===== config.mk =====
export PLATFORM = sky130hd
export DESIGN_NAME = systolic_array_ctrl
export DESIGN_NICKNAME = d
export VERILOG_FILES = /design/src/rtl/systolic_array_ctrl.sv
export SDC_FILE = /design/constraint.sdc
export NUM_CORES = 1
export LEC_CHECK = 0
export CAP_MARGIN = 20
export CELL_PAD_IN_SITES_DETAIL_PLACEMENT = 1
export CELL_PAD_IN_SITES_GLOBAL_PLACEMENT = 1
export CORE_ASPECT_RATIO = 1.1
export CORE_MARGIN = 8
export CORE_UTILIZATION = 27
export DETAILED_ROUTE_END_ITERATION = 6
export GPL_TIMING_DRIVEN = 1
export HOLD_SLACK_MARGIN = 0.1
export PLACE_DENSITY = 0.89
export REMOVE_ABC_BUFFERS = 1
export SLEW_MARGIN = 15
export SYNTH_ARGS = -nofsm -noshare
export SYNTH_HDL_FRONTEND = slang
export SYNTH_SLANG_ARGS = --single-unit

===== constraint.sdc =====
create_clock -name clk -period 3 [get_ports clk]
set_input_delay 0.6 -clock clk [delete_from_list [all_inputs] [get_ports clk]]
set_output_delay 0.6 -clock clk [all_outputs]
set_load 0.01 [all_outputs]

===== src/rtl/systolic_array_ctrl.sv =====
// systolic_array_ctrl: runs one clear/feed/drain/read-out dot-product job per start on a 1-D PE chain
module systolic_array_ctrl #(
    parameter int PE_NUMBER = 64,
    parameter int LEN_W = 8
) (
    input  logic             clk,
    input  logic             reset,
    input  logic             start,
    input  logic [LEN_W-1:0] len,
    output logic             busy,
    output logic             done,
    input  logic             in_valid,
    output logic             in_ready,
    input  logic [15:0]      in_data,
    output logic [LEN_W-1:0] w_row,
    output logic             w_valid,
    output logic             arr_reset,
    output logic             arr_read,
    output logic [15:0]      arr_l_d_i,
    input  logic [15:0]      arr_l_d_o,
    output logic             out_valid,
    input  logic             out_ready,
    output logic [15:0]      out_data,
    output logic             out_last
);
    localparam int CW = $clog2(PE_NUMBER) + 1;
    typedef enum logic [2:0] {IDLE, CLEAR, FEED, DRAIN, READ, DONE} state_t;
    state_t state;
    logic [LEN_W-1:0] len_q, feed_cnt, feed_nxt;
    logic [CW-1:0] cnt;
    logic run, feed, rd, last;
    // Everything except arr_reset is forced low while reset is held
    assign run = !reset;
    assign feed = run && state == FEED;
    assign rd = run && state == READ;
    assign last = cnt == CW'(PE_NUMBER - 1);
    assign feed_nxt = feed_cnt + 1'b1;
    assign busy = run && state != IDLE;
    assign done = run && state == DONE;
    assign arr_reset = reset || state == CLEAR;
    assign in_ready = feed;
    assign w_row = feed ? feed_cnt : '0;
    assign w_valid = feed && in_valid;
    assign arr_l_d_i = w_valid ? in_data : '0;
    assign out_valid = rd;
    assign out_data = rd ? arr_l_d_o : '0;
    assign out_last = rd && last;
    assign arr_read = rd && out_ready;
    always_ff @(posedge clk) begin
        if (reset) begin
            state <= IDLE;
            len_q <= '0;
            feed_cnt <= '0;
            cnt <= '0;
        end else begin
            case (state)
                IDLE: if (start) begin
                    len_q <= len;
                    state <= CLEAR;
                end
                CLEAR: begin
                    feed_cnt <= '0;
                    cnt <= '0;
                    state <= len_q != '0 ? FEED : DRAIN;
                end
                FEED: if (in_valid) begin
                    feed_cnt <= feed_nxt == len_q ? '0 : feed_nxt;
                    state <= feed_nxt == len_q ? DRAIN : FEED;
                end
                DRAIN: begin
                    cnt <= cnt == CW'(PE_NUMBER - 2) ? '0 : cnt + 1'b1;
                    state <= cnt == CW'(PE_NUMBER - 2) ? READ : DRAIN;
                end
                READ: if (out_ready) begin
                    cnt <= last ? '0 : cnt + 1'b1;
                    state <= last ? DONE : READ;
                end
                DONE: state <= IDLE;
                default: state <= IDLE;
            endcase
        end
    end
endmodule


==> impl_metrics.py <==
metrics = {
    "timing": {
        "setup_violations": 0,
        "finClkSkew_ns": 0.00279,
        "finalHoldViolCount": 0,
        "hold_ws_ns": 0.507,
        "rsz0062_at_grt": "no",
        "maxSlewViolCount": 0,
        "period_needed_ns": 2.77,
        "tightestPinTransition_ns": 0.631,
        "fmax_mhz": 361,
        "max_slew_margin_pct": 57.9,
        "period_share_pct": 92.3,
    },
    "cells_and_area": {
        "nFillCells": 865,
        "nets": 391,
        "areaGrowthSynthToFinish_pct": 56.0,
        "antennaDiodeCount": 0,
        "drive_gt1_share_pct": 6.74,
    },
    "worst_setup_path": {
        "critPathLaunch": "state[0]",
        "r2r_start": "feed_cnt[0]",
        "end_kind": "output port",
        "crit_family": "flip-flops",
        "worstPathMaxFanout": 26,
        "slowest_stage": "dfxtp_1",
        "crit_required_ns": 2.40,
        "critPathMaxStageDelay_ns": 0.64,
        "critPathKind": "flip-flop to output port",
        "arrival_ns": 2.17,
        "crit_path_start_kind": "flip-flop",
        "crit_chain": "nand2b_1, nor2_1, buf_6, and3_1, clkdlybuf4s50_1",
        "path_buf_inv": 2,
    },
    "detailed_routing": {
        "totalWireLength_mm": 6.68,
        "dr.max_layer_used": "met4",
        "viasPerCell": 5.10,
        "wirelength_met1_mm": 2.68,
        "drc_errors": 0,
        "wire_per_inst_um": 15.7,
        "dr_wl_met3_um": 481,
        "wl_met2_mm": 3.47,
        "drtAntennaViolNets": 0,
        "dr.pass1.iters": 4,
        "drt_iter0_markers": 38,
        "dr_total_vias": 2174,
    },
    "clock_network": {
        "root_buffer": "clkbuf_8",
        "clkLatencyLatePin_ns": 0.28,
        "clkTransAtPathRegs_ns": 0.09,
        "cts_tree": "done",
        "ctsHtreeMaxLevel": 1,
        "postCtsSetupBuffers": 0,
        "max-clock-path-buffers": 2,
        "numCtsBuffers": 3,
        "clock-sinks": 26,
        "hold_buffers": 0,
    },
    "synth": {
        "synth_ff_type": "dfxtp_1",
        "async_flop_share_pct": 0,
        "syn_area_per_cell_um2": 7.45,
        "yosysWarnings": 0,
        "synth_edf_count": 0,
        "netlist_area_mm2": 0.00190,
        "ys_ff_latch": 26,
        "yosysUniqueCellTypes": 51,
        "syn_inst": 255,
        "ys_seq_area_share_pct": 27.4,
    },
    "status": {
        "outcome": "finished, final reports clean",
    },
    "floorplan": {
        "core_mm2": 0.00693,
        "die_y_um": 104,
        "fp.dieW_um": 96.0,
        "pin_count": 93,
        "fp.dieArea_mm2": 0.00998,
        "initial_core_util_pct": 27.4,
        "rows": 32,
    },
    "power_and_ir_drop": {
        "vdd_drop_max_mv": 0.170,
        "p_per_area_mw_per_mm2": 297,
        "leakagePower_nw": 1.15,
        "total_power_uw": 881,
    },
    "global_route": {
        "antenna_found_initial": 0,
        "grt_overflow": 0,
        "grtUsageTotal_pct": 13.3,
        "grt_max_degree": 27,
        "grt_pass1_vias": 2264,
        "grt_pass1_wl_mm": 11.1,
    },
    "placement": {
        "routabilityCongestion": 0.813,
        "port_buffers": 92,
        "dp_hpwl_mm": 5.36,
    },
    "job": {
        "drv_cap": 0,
    },
    "worst_hold_path": {
        "hold_path.class": "flip-flop to flip-flop",
        "hold_start": "len_q[2]",
    },
}
-- cell usage in the layout, fill, tap and decap left out, types with 2 or more instances in the layout --
cell,count
xnor2_1,5
and3_1,21
inv_1,5
a22oi_1,2
clkdlybuf4s50_1,91
a211oi_1,2
nor3_1,3
nand3b_1,4
a21o_1,2
nor2b_1,3
nand4_1,2
o21ai_1,3
ha_1,3
a21oi_1,15
and2_1,28
clkbuf_8,3
nand3_1,7
nand2_1,23
nor3b_1,2
dfxtp_1,26
xor2_1,3
nor2_1,26
nor4_1,4
o21ai_0,3
a31oi_1,13
buf_4,9
nand2b_1,6
-- cells by family (layout without fill, tap and decap cells) --
kind of cell             after synthesis  count (layout)  synth area share, %
AO/OA/AOI/OAI                         54              54                 19.4
XOR/XNOR                               9               9                 4.54
adder cells (fa/ha/maj)                3               3                 1.98
buffers and inverters                 24             110                 6.12
flip-flops                            26              26                 27.4
AND/OR/NAND/NOR                      139             139                 40.6
-- cells in the mapped netlist, types with 3 or more instances --
cell | n | area share (%)
nor3_1 | 4 | 1.1
xnor2_1 | 5 | 2.3
buf_2 | 3 | 0.79
o21ai_0 | 3 | 0.79
a31oi_1 | 13 | 4.3
nand2b_1 | 7 | 2.3
ha_1 | 3 | 2.0
and3_1 | 21 | 6.9
dfxtp_1 | 26 | 27
xor2_1 | 3 | 1.4
nand3b_1 | 4 | 1.6
a21oi_1 | 15 | 3.9
o21ai_1 | 3 | 0.79
inv_1 | 5 | 0.99
and2_1 | 28 | 9.2
nand2_1 | 23 | 4.5
nor2b_1 | 3 | 0.99
nand3_1 | 7 | 1.8
clkbuf_1 | 12 | 2.4
nor4_1 | 4 | 1.3
nor2_1 | 26 | 5.1
-- registers in the layout (all words and copies together), names as in the netlist --
signal and flops:
state 3, cnt 7, len_q 8, feed_cnt 8
-- tightest hold or removal path, stage by stage (launching register included) --
cell and delay [ns]:
dfxtp_1 0.35, nand2_1 0.06, a21oi_1 0.05
-- layer usage --
layer,up-vias,track usage [%]
li1,1075,-
met1,1038,14.6
met2,56,24.8
met3,5,2.67
met4,0,2.64
met5,-,0
-- final cells by class --
type / instances / area (µm²) / area share, %
inverter: 5 / 18.8 / 0.633
sequential: 26 / 520 / 17.6
tap: 85 / 106 / 3.59
clock buffer: 3 / 41.3 / 1.39
timing repair buffer: 102 / 1000 / 33.8
multi-input combinational: 205 / 1280 / 43.0
-- power by group --
part | switching [mW] | internal, mW | total (mW)
combinational | 0.137 | 0.143 | 0.280
sequential | 0.0305 | 0.363 | 0.394
clock | 0.116 | 0.0904 | 0.207
-- per-stage QoR --
step / instance area (µm²) / std cells / setup TNS (ns) / setup slack (ns) / utilization, %
floorplan: 1800 / 236 / 0 / 0.477 / -
global placement: 2900 / 422 / 0 / 0.0486 / 41.8
detailed placement: 2900 / 422 / -0.717 / -0.0531 / 41.8
CTS: 2960 / 426 / 0 / 0.0209 / 42.7
global route: 2970 / 426 / 0 / 0.0535 / 42.8
finish: 2970 / 426 / 0 / 0.232 / 42.8
-- final timing paths --
check / end / cells after the start / slack, ns
min: len_q[2] / 2 / 0.51
min reg2reg: len_q[2] / 2 / 0.51
max: arr_l_d_i[4] / 5 / 0.23
max reg2reg: feed_cnt[5] / 7 / 0.47
-- repair_timing --
item | CTS | global route
resized for setup | 3 | 3
cloned | 1 | 0
setup endpoints to repair | 17 | 33
Power figures use the tool's default switching activity.
